$ cat config.mk
export PLATFORM = sky130hd
export DESIGN_NAME = jstk_conditioner
export DESIGN_NICKNAME = d
export VERILOG_FILES = /design/src/rtl/jstk_conditioner.sv
export SDC_FILE = /design/constraint.sdc
export NUM_CORES = 1
export LEC_CHECK = 0
export ABC_CLOCK_PERIOD_IN_PS = 5900
export BUFFER_PORTS_ARGS = -buffer_cell sky130_fd_sc_hd__buf_2
export CAP_MARGIN = 0
export CELL_PAD_IN_SITES_DETAIL_PLACEMENT = 0
export CELL_PAD_IN_SITES_GLOBAL_PLACEMENT = 1
export CORE_UTILIZATION = 48
export DETAILED_ROUTE_END_ITERATION = 12
export PLACE_DENSITY = 0.84
export REMOVE_ABC_BUFFERS = 1
export SYNTH_ARGS = -nofsm -noshare
export SYNTH_HDL_FRONTEND = slang
export SYNTH_SLANG_ARGS = --single-unit
$ cat constraint.sdc
create_clock -name clk -period 5.9 [get_ports clk]
set_input_delay 1.77 -clock clk [delete_from_list [all_inputs] [get_ports clk]]
set_output_delay 1.77 -clock clk [all_outputs]
set_load 0.02 [all_outputs]
$ cat src/rtl/jstk_conditioner.sv
// Joystick conditioner: zone hysteresis and tick debounce per axis and button,
// producing one-clock move pulses with auto-repeat and a one-clock press pulse.

module jstk_axis #(
    parameter logic [9:0] LO_TH     = 10'd300,
    parameter logic [9:0] HI_TH     = 10'd724,
    parameter logic [9:0] HYST      = 10'd40,
    parameter logic [3:0] DEB_TICKS = 4'd5,
    parameter logic [7:0] REP_FIRST = 8'd50,
    parameter logic [7:0] REP_RATE  = 8'd20
) (
    input  logic       clk,
    input  logic       rst,
    input  logic       en,
    input  logic       tick,
    input  logic [9:0] samp,
    output logic       pulse_neg,
    output logic       pulse_pos,
    output logic [1:0] state_dbg
);
    localparam logic [1:0]  Z_CENTER = 2'd0;
    localparam logic [1:0]  Z_NEG    = 2'd1;
    localparam logic [1:0]  Z_POS    = 2'd2;
    localparam logic [10:0] NEG_EXIT = {1'b0, LO_TH} + {1'b0, HYST};
    localparam logic [9:0]  POS_EXIT = HI_TH - HYST;

    typedef enum logic [1:0] {ST_IDLE = 2'd0, ST_FIRST = 2'd1, ST_REPEAT = 2'd2} state_e;

    state_e     state_q, state_d;
    logic [1:0] zone_raw;
    logic [1:0] cand_q, cand_d, acc_q, acc_d;
    logic [3:0] cnt_q, cnt_d;
    logic [7:0] rep_q, rep_d;
    logic       pulse_neg_q, pulse_neg_d, pulse_pos_q, pulse_pos_d;
    logic       fire;

    // Leaving a zone needs the value to clear the threshold by HYST.
    always_comb begin
        zone_raw = Z_CENTER;
        if (samp < LO_TH)                                        zone_raw = Z_NEG;
        else if (samp > HI_TH)                                   zone_raw = Z_POS;
        else if (acc_q == Z_NEG && {1'b0, samp} < NEG_EXIT)      zone_raw = Z_NEG;
        else if (acc_q == Z_POS && samp > POS_EXIT)              zone_raw = Z_POS;
    end

    always_comb begin
        cand_d = cand_q;
        cnt_d  = cnt_q;
        acc_d  = acc_q;
        if (!en) begin
            cand_d = Z_CENTER;
            cnt_d  = 4'd0;
            acc_d  = Z_CENTER;
        end else if (zone_raw != cand_q) begin
            cand_d = zone_raw;
            cnt_d  = 4'd0;
        end else if (tick && cnt_q != DEB_TICKS) begin
            cnt_d = cnt_q + 4'd1;
            if (cnt_d == DEB_TICKS) acc_d = cand_q;
        end
    end

    always_ff @(posedge clk) begin
        if (rst) begin
            cand_q <= Z_CENTER;
            cnt_q  <= 4'd0;
            acc_q  <= Z_CENTER;
        end else begin
            cand_q <= cand_d;
            cnt_q  <= cnt_d;
            acc_q  <= acc_d;
        end
    end

    always_ff @(posedge clk) begin
        if (rst) begin
            state_q     <= ST_IDLE;
            rep_q       <= 8'd0;
            pulse_neg_q <= 1'b0;
            pulse_pos_q <= 1'b0;
        end else begin
            state_q     <= state_d;
            rep_q       <= rep_d;
            pulse_neg_q <= pulse_neg_d;
            pulse_pos_q <= pulse_pos_d;
        end
    end

    // The FSM reacts to the acceptance in the same edge, so pulses lag the tick by one clk.
    always_comb begin
        state_d = state_q;
        rep_d   = rep_q;
        if (!en) begin
            state_d = ST_IDLE;
            rep_d   = 8'd0;
        end else begin
            case (state_q)
                ST_IDLE: begin
                    if (acc_d != Z_CENTER) begin
                        state_d = ST_FIRST;
                        rep_d   = REP_FIRST;
                    end
                end
                default: begin
                    if (acc_d == Z_CENTER) begin
                        state_d = ST_IDLE;
                        rep_d   = 8'd0;
                    end else if (acc_d != acc_q) begin
                        state_d = ST_FIRST;
                        rep_d   = REP_FIRST;
                    end else if (tick) begin
                        if (rep_q <= 8'd1) begin
                            state_d = ST_REPEAT;
                            rep_d   = REP_RATE;
                        end else begin
                            rep_d = rep_q - 8'd1;
                        end
                    end
                end
            endcase
        end
    end

    always_comb begin
        fire = 1'b0;
        if (en) begin
            case (state_q)
                ST_IDLE: fire = (acc_d != Z_CENTER);
                default: fire = (acc_d != Z_CENTER) &&
                                ((acc_d != acc_q) || (tick && rep_q <= 8'd1));
            endcase
        end
        pulse_neg_d = fire && (acc_d == Z_NEG);
        pulse_pos_d = fire && (acc_d == Z_POS);
    end

    assign pulse_neg = pulse_neg_q;
    assign pulse_pos = pulse_pos_q;
    assign state_dbg = state_q;
endmodule

module jstk_conditioner #(
    parameter logic [9:0] LO_TH     = 10'd300,
    parameter logic [9:0] HI_TH     = 10'd724,
    parameter logic [9:0] HYST      = 10'd40,
    parameter logic [3:0] DEB_TICKS = 4'd5,
    parameter logic [7:0] REP_FIRST = 8'd50,
    parameter logic [7:0] REP_RATE  = 8'd20
) (
    input  logic       clk,
    input  logic       rst,
    input  logic       en,
    input  logic       tick,
    input  logic [9:0] raw_x,
    input  logic [9:0] raw_y,
    input  logic       raw_valid,
    input  logic       raw_btn,
    output logic [3:0] jstkPos,
    output logic       jstkPress,
    output logic [3:0] dbg_state
);
    logic [9:0] samp_x_q, samp_x_d, samp_y_q, samp_y_d;
    logic       samp_btn_q, samp_btn_d;
    logic       btn_cand_q, btn_cand_d, btn_acc_q, btn_acc_d;
    logic [3:0] btn_cnt_q, btn_cnt_d;
    logic       press_q, press_d;
    logic       x_neg, x_pos, y_neg, y_pos;
    logic [1:0] x_state, y_state;

    // Sampling ignores en so a held stick is seen immediately on re-enable.
    always_comb begin
        samp_x_d   = raw_valid ? raw_x   : samp_x_q;
        samp_y_d   = raw_valid ? raw_y   : samp_y_q;
        samp_btn_d = raw_valid ? raw_btn : samp_btn_q;
    end

    always_comb begin
        btn_cand_d = btn_cand_q;
        btn_cnt_d  = btn_cnt_q;
        btn_acc_d  = btn_acc_q;
        if (!en) begin
            btn_cand_d = 1'b0;
            btn_cnt_d  = 4'd0;
            btn_acc_d  = 1'b0;
        end else if (samp_btn_q != btn_cand_q) begin
            btn_cand_d = samp_btn_q;
            btn_cnt_d  = 4'd0;
        end else if (tick && btn_cnt_q != DEB_TICKS) begin
            btn_cnt_d = btn_cnt_q + 4'd1;
            if (btn_cnt_d == DEB_TICKS) btn_acc_d = btn_cand_q;
        end
        press_d = en && btn_acc_d && !btn_acc_q;
    end

    always_ff @(posedge clk) begin
        if (rst) begin
            samp_x_q   <= 10'd512;
            samp_y_q   <= 10'd512;
            samp_btn_q <= 1'b0;
            btn_cand_q <= 1'b0;
            btn_cnt_q  <= 4'd0;
            btn_acc_q  <= 1'b0;
            press_q    <= 1'b0;
        end else begin
            samp_x_q   <= samp_x_d;
            samp_y_q   <= samp_y_d;
            samp_btn_q <= samp_btn_d;
            btn_cand_q <= btn_cand_d;
            btn_cnt_q  <= btn_cnt_d;
            btn_acc_q  <= btn_acc_d;
            press_q    <= press_d;
        end
    end

    jstk_axis #(
        .LO_TH(LO_TH), .HI_TH(HI_TH), .HYST(HYST), .DEB_TICKS(DEB_TICKS),
        .REP_FIRST(REP_FIRST), .REP_RATE(REP_RATE)
    ) u_axis_x (
        .clk(clk), .rst(rst), .en(en), .tick(tick), .samp(samp_x_q),
        .pulse_neg(x_neg), .pulse_pos(x_pos), .state_dbg(x_state)
    );

    jstk_axis #(
        .LO_TH(LO_TH), .HI_TH(HI_TH), .HYST(HYST), .DEB_TICKS(DEB_TICKS),
        .REP_FIRST(REP_FIRST), .REP_RATE(REP_RATE)
    ) u_axis_y (
        .clk(clk), .rst(rst), .en(en), .tick(tick), .samp(samp_y_q),
        .pulse_neg(y_neg), .pulse_pos(y_pos), .state_dbg(y_state)
    );

    assign jstkPos   = {x_pos, x_neg, y_neg, y_pos};
    assign jstkPress = press_q;
    assign dbg_state = {y_state, x_state};
endmodule

# --- Yosys cells after proc, flatten, opt, wreduce, memory -nomap -nowiden ---
# Cells that the tools add are included.
classes:
  n_addsub: 5
  n_lt_le_gt_ge: 10
  eq_ne: 21
  muxes: 48
  n_bitwise: 1
  n_reduce_logical: 38
ops:
  columns: ["cell", "count"]
  rows:
  - ["$mux W8", 12]
  - ["$mux W2", 28]
  - ["$gt A10 B10 Y1 const B", 4]
  - ["$lt A10 B9 Y1 const B", 4]
  - ["$logic_and A1 B1 Y1", 17]
  - ["$le A8 B1 Y1 const B", 2]
  - ["$reduce_bool A4 Y1", 4]
  - ["$sub A8 B1 Y8 const B", 2]
  - ["$add A4 B1 Y4 const B", 3]
  - ["$eq A4 B3 Y1 const B", 3]
  - ["$ne A4 B3 Y1 const B", 3]
  - ["$reduce_or A3 Y1", 3]
  - ["$eq A2 B1 Y1 const B", 4]
  - ["$eq A2 B2 Y1 const B", 4]
  - ["$logic_not A2 Y1", 4]
  - ["$mux W1", 8]
  - ["$ne A2 B2 Y1", 4]
  - ["$reduce_and A3 Y1", 2]
  - ["$ne A2 B1 Y1 const B", 2]
  - ["$reduce_and A2 Y1", 2]
  - ["$reduce_bool A2 Y1", 2]
  - ["$logic_or A1 B1 Y1", 2]
  - ["$reduce_or A2 Y1", 1]
  - ["$logic_not A1 Y1", 1]
  - ["2 further kinds", 2]
word_totals:
  reg_bits: 68
  in_bits: 26
  output_inout_bits: 9
  wordCells: 144

# --- Longest topological paths before layout ---
# Gate-level depths: netlist of run 1.
depth:
  word_depth: 15
  ltp_mapped: 12

# --- Hierarchy ---
# A second synthesis of run 1 with hierarchy kept.
unflattened:
  hier_cells: 445
  area_unflattened_um2: 3908.7
modules_own_cells:
  columns: ["mod", "n_inst", "cells_per_inst", "area_each_um2"]
  rows:
  - ["jstk_axis", 2, 166, 1381.3]
  - ["jstk_conditioner", 1, 113, 1146.1]

# --- Worst setup path before layout of run 1 ---
# No wires, ideal clock.
synth_path:
  kind: "in2reg"
  from: "in tick"
  to: "reg u_axis_x.rep_q[7]"
  arrival_ns: 3.349
  t_required_ns: 5.780
  setup_slack_ns: 2.431
  stages: 9
  n_path_buf: 1
  path_cell_list: "nand2_1 > nor3_1 > and3_4 > mux2_4 > and3_1 > buf_6 > mux2i_4 > nor2_2 > a211o_1"
synth_between:
  elab_chain_len: 8
synth_lines:
  columns: ["item", "line_no", "text"]
  rows:
  - ["start: declaration", "153", "input logic tick,"]
  - ["$logic_and A1 B1 Y1", "57", "end else if (tick && cnt_q != DEB_TICKS) begin"]
  - ["$mux W2", "57", null]
  - ["$mux W2", "54", "end else if (zone_raw != cand_q) begin"]
  - ["$mux W2", "50", "if (!en) begin"]
  - ["$ne A2 B2 Y1", "108", "end else if (acc_d != acc_q) begin"]
  - ["$mux W8", "108", null]
  - ["$mux W8", "105", "if (acc_d == Z_CENTER) begin"]
  - ["$mux W8", "97", "case (state_q)"]
  - ["end signal: assignment", "83", "rep_q <= rep_d;"]
  - ["end: declaration", "33", "logic [7:0] rep_q, rep_d;"]
# Parallel ways exist; a longest one is shown, timed or not.
# A chain may end at the register's enable or synchronous reset.

# --- Final worst setup path of run 1 ---
layout_path:
  from: "in tick"
  to: "reg u_axis_y.rep_q[2]"
layout_between:
  elab_chain_len: 8
layout_lines:
  columns: ["item", "line_no"]
  rows:
  - ["$logic_and A1 B1 Y1", "57"]
  - ["$mux W2", "57"]
  - ["$mux W2", "54"]
  - ["$mux W2", "50"]
  - ["$ne A2 B2 Y1", "108"]
  - ["$mux W8", "108"]
  - ["$mux W8", "105"]
  - ["$mux W8", "97"]
  - ["end signal: assignment", "83"]
  - ["end: declaration", "33"]
# Parallel ways exist; a longest one is shown, timed or not.

==> flow_summary.json, run 1 <==
{
  "avgSynthCellArea_um2": 8.36,
  "synth_cell_type_count": 70,
  "clock-root-buffer": "clkbuf_8",
  "r2r_cells": 10,
  "nets": 521,
  "drtPass1Iterations": 4,
  "finClkSkew_ps": 5.87,
  "dieArea_mm2": 0.00828,
  "synthToLayoutAreaGrowth_pct": 10.1,
  "start_util_pct": 49.5,
  "tightest_slew_ps": 832,
  "end_kind": "flip-flop",
  "dpl.hpwl_um": 5720,
  "routed_wl_um": 7890,
  "syn-cell-area_mm2": 0.00380,
  "rr_endpoint": "u_axis_y.rep_q[2]",
  "ctsHoldBuffers": 0,
  "vias": 3267,
  "io-pin-count": 35,
  "fin_area_mm2": 0.00419,
  "synth-compound-area-share_pct": 18.8,
  "grt_max_degree": 26,
  "grt-ovfl-total": 0,
  "synth_top_family_by_area": "simple AND/OR/NAND/NOR gates",
  "syn_inst": 455,
  "worstPathRequired_ps": 6130,
  "synth-simple-area-share_pct": 24.8,
  "drcViolationCount": 0,
  "p_per_area_mw_per_mm2": 217,
  "hold_start": "btn_acc_q",
  "start_kind": "input pin",
  "grt_pass1_vias": 3056,
  "tritoncts": "built",
  "rows": 32,
  "placedInstanceArea_mm2": 0.00400,
  "ant_nets": 0,
  "status": "completed",
  "crit-reg2reg-launch": "u_axis_y.cnt_q[1]",
  "grt_pass1_wl_um": 14000,
  "drive_gt1_share_pct": 14.2,
  "wl_per_cell_um": 13.4,
  "core_area_mm2": 0.00769,
  "globalplace.congestion": 0.803,
  "synthAdderAreaFrac_pct": 4.28,
  "cts_sinks": 68,
  "holdPathEnd": "jstkPress",
  "hold_violations": 0,
  "h-tree-depth": 3,
  "path_class": "input pin to flip-flop",
  "muxShareOfSynthArea_pct": 8.00,
  "synthFlopType": "dfxtp_1",
  "irDropWorstVdd_v": 0.000120,
  "synth-edff-count": 0,
  "via_per_inst": 5.55,
  "cts_resized": 0,
  "ys_warn_count": 0,
  "die_h_um": 91.0,
  "timing.fmax_mhz": 265,
  "drv_slew": 0,
  "leakage_nw": 1.71,
  "synth-xor-area-share_pct": 3.46,
  "synth_area_leaders": "dfxtp_1, mux2i_1, nor2_1, ha_1, nand2_1",
  "timing.hold.ws_ps": 421,
  "postLayoutCoreUtil_pct": 54.4,
  "finalSetupViolCount": 0,
  "rrSetupSlack_ps": 2950,
  "async_reset_ff_share_pct": 0,
  "post_cts_buffers": 0,
  "cts_buffers": 9,
  "clockBufferDepth": 2,
  "min_path_cells": 1,
  "min_period_over_period_pct": 64.1,
  "clkTransAtPathRegs_ps": 60,
  "gr-usage-all-layers_pct": 20.7,
  "insertion_delay_ps": 340,
  "seq_area_frac_synth_pct": 35.8,
  "synth-seq-cells": 68,
  "yosysTopAreaCell": "dfxtp_1",
  "die_x_um": 91.0,
  "synth_top_area_share_pct": 35.8,
  "relSlewSlack_pct": 44.1,
  "rsz0062_at_grt": "false",
  "min_period_ps": 3780,
  "arrival_ps": 4010,
  "crit_fanout": 22,
  "antennaDiodeCount": 0,
  "nFillCells": 776,
  "drtIter0Drc": 131,
  "antenna_found_initial": 0,
  "hold_class": "flip-flop to flip-flop",
  "fin_setup_tns_ps": 0,
  "port_buffers": 34,
  "drv_cap": 0
}
-- worst max path at each step --
stage	start	end	slack [ps]	cells after the start
floorplan	tick	u_axis_y.rep_q[2]	2400	6
global placement	tick	u_axis_y.rep_q[2]	1830	7
detailed placement	tick	u_axis_y.rep_q[2]	1770	7
CTS	tick	u_axis_y.rep_q[2]	2130	7
global route	tick	u_axis_y.rep_q[2]	1860	7
finish	tick	u_axis_y.rep_q[2]	2120	7
-- where the power goes --
group | switching [W] | internal [W] | total, W
logic | 0.0000408 | 0.0000304 | 0.0000713
registers | 0.0000130 | 0.000470 | 0.000483
clock network | 0.000166 | 0.000187 | 0.000353
-- synth_stat cells, types with 3 or more instances --
| cell | n |
|---|---|
| dfxtp_1 | 68 |
| nor2_1 | 59 |
| nand2_1 | 42 |
| mux2i_1 | 24 |
| a21oi_1 | 23 |
| inv_1 | 21 |
| o21ai_0 | 21 |
| nor3_1 | 20 |
| nand3_1 | 16 |
| ha_1 | 13 |
| xnor2_1 | 10 |
| clkbuf_1 | 8 |
| nand2b_1 | 7 |
| o211ai_1 | 7 |
| a21o_1 | 6 |
| buf_4 | 6 |
| nor3b_1 | 6 |
| or3_1 | 6 |
| o21a_1 | 5 |
| xor2_1 | 5 |
| a31oi_1 | 4 |
| a211oi_1 | 3 |
| a31o_2 | 3 |
| and2_1 | 3 |
| nand3b_1 | 3 |
| nor2b_1 | 3 |
| nor4_1 | 3 |
| o21ai_1 | 3 |
| o22ai_1 | 3 |
| o31ai_1 | 3 |
-- kinds of logic (layout without fill, tap and decap cells) --
group | after synthesis | count (layout)
compound gates | 103 | 103
xor+xnor | 15 | 15
fa+ha+maj | 13 | 13
buf+inv | 41 | 73
flops | 68 | 68
mux | 28 | 28
simple gates | 187 | 187
-- cell usage in the layout, fill, tap and decap left out, types with 2 or more instances in the layout --
cell type	synthesis	layout
o31ai_4	2	2
dfxtp_1	68	68
a31oi_1	4	4
nor2_1	59	59
a21o_1	6	6
or3_1	6	6
a31o_2	3	3
ha_1	13	13
clkbuf_1	8	3
and4_1	2	2
a211oi_1	3	3
xor2_1	5	5
and2_1	3	3
nor3_2	2	2
mux2_4	2	2
or4_1	2	2
o21ai_0	21	21
o31ai_1	3	3
nor3_1	20	20
mux2i_1	24	24
o211ai_1	7	7
nand3_1	16	16
buf_2	2	34
a21oi_1	23	23
a22oi_1	2	2
nand2b_1	7	7
nor3b_1	6	6
clkbuf_8	0	12
nand2_1	42	42
nor4b_1	2	2
a221oi_1	2	2
nor4_1	3	3
xnor2_1	10	10
nor2b_1	3	3
a211o_1	2	2
o22ai_1	3	3
o21ai_1	3	3
inv_1	21	21
o21a_1	5	5
nand3b_1	3	3
-- metrics by stage --
stage	cells	power, W	worst slack, ps
finish	589	0.000907	2120
global route	589	0.000947	1860
CTS	589	0.000919	2130
detailed placement	573	0.000565	1770
global placement	573	0.000563	1830
floorplan	436	0.000534	2400
-- routing by layer --
layer  vias to the layer above  routed length [µm]  GRT usage (%)
li1                       1674                   -              -
met1                      1530                3890           27.3
met2                        55                3670           33.5
met3                         8                 233           3.43
met4                         0                  92           8.73
met5                         -                   0              0
-- registers in the layout (all words and copies together), names as in the netlist, 2 cells and up --
name / count
u_axis_x.rep_q: 8
u_axis_y.acc_q: 2
u_axis_x.cnt_q: 4
samp_y_q: 10
btn_cnt_q: 4
u_axis_y.cnt_q: 4
samp_x_q: 10
u_axis_y.rep_q: 8
u_axis_x.cand_q: 2
u_axis_y.cand_q: 2
u_axis_y.state_dbg: 2
u_axis_x.acc_q: 2
u_axis_x.state_dbg: 2
-- area by class of cell --
cell class,instances,area (µm²),area share [%]
Multi-Input combinational cell,346,2250,53.9
Sequential cell,68,1360,32.5
Timing Repair Buffer,35,178,4.25
Clock buffer,15,176,4.22
Tap cell,102,128,3.05
Inverter,22,82.6,1.97
Clock inverter,1,5.00,0.120
-- critical path: stages --
cell	delay (ps)
buf_2	330
o2111ai_1	260
nor3_2	340
a21boi_1	190
o311a_1	370
mux2_4	390
a2111oi_2	340
Power figures use the tool's default switching activity.
==> run 2, diff against run 1 <==
--- a/config.mk
+++ b/config.mk
@@ -5,14 +5,15 @@
 export SDC_FILE = /design/constraint.sdc
 export NUM_CORES = 1
 export LEC_CHECK = 0
-export ABC_CLOCK_PERIOD_IN_PS = 5900
+export ABC_AREA = 1
+export ABC_CLOCK_PERIOD_IN_PS = 3600
 export BUFFER_PORTS_ARGS = -buffer_cell sky130_fd_sc_hd__buf_2
 export CAP_MARGIN = 0
 export CELL_PAD_IN_SITES_DETAIL_PLACEMENT = 0
 export CELL_PAD_IN_SITES_GLOBAL_PLACEMENT = 1
-export CORE_UTILIZATION = 48
+export CORE_UTILIZATION = 42
 export DETAILED_ROUTE_END_ITERATION = 12
-export PLACE_DENSITY = 0.84
+export PLACE_DENSITY = 0.79
 export REMOVE_ABC_BUFFERS = 1
 export SYNTH_ARGS = -nofsm -noshare
 export SYNTH_HDL_FRONTEND = slang
==> constraint.sdc (replaced) <==
create_clock -name clk -period 3.6 [get_ports clk]
set_input_delay 1.08 -clock clk [delete_from_list [all_inputs] [get_ports clk]]
set_output_delay 1.08 -clock clk [all_outputs]
set_load 0.02 [all_outputs]
==> run 2 against run 1 <==
Against the previous run:
- global-route usage down 1.3 points
- critical path depth increased by 7
- register-to-register slack worse by 1700 ps
- final area up 3.1%
- combinational power increased by 87%
- sequential share of layout area decreased by 0.97 points
- non-clock buffer count stayed put
- cell count increased by 26%
- total power grew 62%
- sequential power is 63% higher
- first-iteration DRC count increased by 28%
==> flow_summary.json, run 2 <==
{
  "cp-startpoint": "tick",
  "finalSetupViolCount": 0,
  "yosysTopAreaCell": "dfxtp_1",
  "rrSetupSlack_ps": 1230,
  "antennaDiodeCount": 0,
  "timing.fmax_mhz": 386,
  "worstPathRequired_ps": 3840,
  "gr-usage-all-layers_pct": 19.4,
  "synth-seq-cells": 68,
  "end_kind": "flip-flop",
  "port_buffers": 34,
  "relSlewSlack_pct": 47.3,
  "rsz0062_at_grt": "false",
  "synth_area_leaders": "dfxtp_1, nand2_1, nor2_1, inv_1, a21oi_1",
  "fin_setup_tns_ps": 0,
  "rr_endpoint": "u_axis_y.state_dbg[0]",
  "ys_warn_count": 0,
  "finClkSkew_ps": 8.47,
  "hold_violations": 0,
  "start_util_pct": 44.2,
  "vias": 3697,
  "via_per_inst": 4.99,
  "clock-root-buffer": "clkbuf_8",
  "cpMostUsedCell": "nand2_1",
  "synth-edff-count": 0,
  "nets": 667,
  "synth_cell_type_count": 36,
  "post_cts_buffers": 0,
  "h-tree-depth": 3,
  "drv_cap": 0,
  "hold_class": "flip-flop to flip-flop",
  "grt_max_degree": 31,
  "cts_buffers": 9,
  "wl_per_cell_um": 11.7,
  "die_h_um": 98.5,
  "r2r_cells": 16,
  "synth.top_cells.by_count": "nand2_1, nor2_1, dfxtp_1",
  "avgSynthCellArea_um2": 6.56,
  "grt_pass1_vias": 3491,
  "arrival_ps": 2830,
  "p_per_area_mw_per_mm2": 340,
  "ctsHoldBuffers": 0,
  "syn_inst": 596,
  "worst_slack_ps": 1010,
  "min_period_ps": 2590,
  "drtIter0Drc": 168,
  "dieArea_mm2": 0.00969,
  "cts_resized": 0,
  "ant_nets": 0,
  "core_area_mm2": 0.00885,
  "endpoint": "u_axis_y.state_dbg[0]",
  "routed_wl_um": 8660,
  "timing.hold.ws_ps": 461,
  "path_class": "input pin to flip-flop",
  "crit_buf_inv": 3,
  "die_x_um": 98.5,
  "tritoncts": "built",
  "syn-cell-area_mm2": 0.00391,
  "crit_fanout": 7,
  "irDropWorstVdd_v": 0.000175,
  "reg_top3": "samp_x_q x10, samp_y_q x10",
  "cpPeakStageDelay_ps": 280,
  "status": "completed",
  "start_kind": "input pin",
  "tightest_slew_ps": 790,
  "crit-reg2reg-launch": "u_axis_y.cnt_q[1]",
  "insertion_delay_ps": 340,
  "seq_area_frac_synth_pct": 34.8,
  "mostFrequentLayoutCell": "nand2_1",
  "drv_slew": 0,
  "crit_family": "simple AND/OR/NAND/NOR gates",
  "io-pin-count": 35,
  "antenna_found_initial": 0,
  "nFillCells": 900,
  "drtPass1Iterations": 6,
  "place_ws_ps": 642,
  "clkTransAtPathRegs_ps": 70,
  "leakage_nw": 2.09,
  "cp_num_cells": 14,
  "synth_top_area_share_pct": 34.8,
  "globalplace.congestion": 0.866,
  "slowest_stage": "nor3b_1",
  "grt_pass1_wl_um": 15300,
  "yosysMostFrequentCell": "nand2_1",
  "synthFlopType": "dfxtp_1",
  "min_period_over_period_pct": 72.0,
  "rows": 34,
  "grt-ovfl-total": 0,
  "cts_sinks": 68,
  "drcViolationCount": 0,
  "drive_gt1_share_pct": 13.9,
  "final_cell_mix": "nand2_1, nor2_1, dfxtp_1, inv_1, a21oi_1",
  "async_reset_ff_share_pct": 0,
  "synthToLayoutAreaGrowth_pct": 10.4,
  "clockBufferDepth": 2,
  "crit_chain": "buf_2 -> nand2_1 -> inv_2 -> nand2_1 -> nor3b_1 -> nand4_1 -> nand2_1 -> nand2_1 -> nand2_1 -> inv_2 -> nand4_2 -> nand3_1 -> nor2_1 -> nor2_1",
  "dpl.hpwl_um": 6580
}
-- run 2: kinds of logic (layout without fill, tap and decap cells) --
| group | count (synthesis) | after routing | share of synthesized area, % |
|---|---|---|---|
| fa+ha+maj | 13 | 13 | 4.16 |
| compound gates | 82 | 82 | 10.9 |
| xor+xnor | 14 | 14 | 3.33 |
| simple gates | 333 | 333 | 37.8 |
| buf+inv | 86 | 123 | 9.00 |
| flops | 68 | 68 | 34.8 |
-- run 2: metal layers --
layer	GRT usage (%)	vias up	wire length (µm)
li1	-	1957	-
met1	26.3	1677	4450
met2	31.1	52	3800
met3	3.19	11	288
met4	6.89	0	120
met5	0	-	0
-- run 2: layout make-up --
cell class              instances  area [µm²]  area share, %
clock inverters                 7        43.8           1.02
clock buffers                   9         124           2.87
multi-input cells             442        2190           50.9
well taps                     108         135           3.13
flip-flops and latches         68        1360           31.6
repair buffers                 35         178           4.12
inverters                      72         278           6.44
-- run 2: worst reg2reg max path, stage by stage (launching register included) --
cell and delay, ps:
dfxtp_1 400, inv_1 80, ha_1 180, nand3_1 70
nand2_1 130, inv_2 150, nand2_1 90, nor3b_1 280
nand4_1 140, nand2_1 70, nand2_1 50, nand2_1 100
inv_2 70, nand4_2 150, nand3_1 150, nor2_1 110
nor2_1 50
-- run 2: worst min path at each step --
stage,from,endpoint,slack (ps),depth (start not counted)
finish,btn_acc_q,jstkPress,460,3
global route,btn_acc_q,jstkPress,490,3
CTS,btn_acc_q,jstkPress,470,3
detailed placement,btn_acc_q,jstkPress,450,3
global placement,btn_acc_q,jstkPress,440,3
floorplan,btn_acc_q,jstkPress,430,3
-- run 2: metrics by stage --
step | cell area, µm² | util [%] | instances | total power, W
2_1_floorplan | 3830 | - | 582 | 0.000893
3_3_place_gp | 4150 | 46.9 | 725 | 0.000938
3_5_place_dp | 4150 | 46.9 | 725 | 0.000940
4_1_cts | 4310 | 48.8 | 741 | 0.00149
5_1_grt | 4310 | 48.8 | 741 | 0.00156
6_report | 4310 | 48.8 | 741 | 0.00147
-- run 2: where the power goes --
group,switching [W],internal [W]
logic,0.0000877,0.0000456
registers,0.0000165,0.000772
clock network,0.000301,0.000246
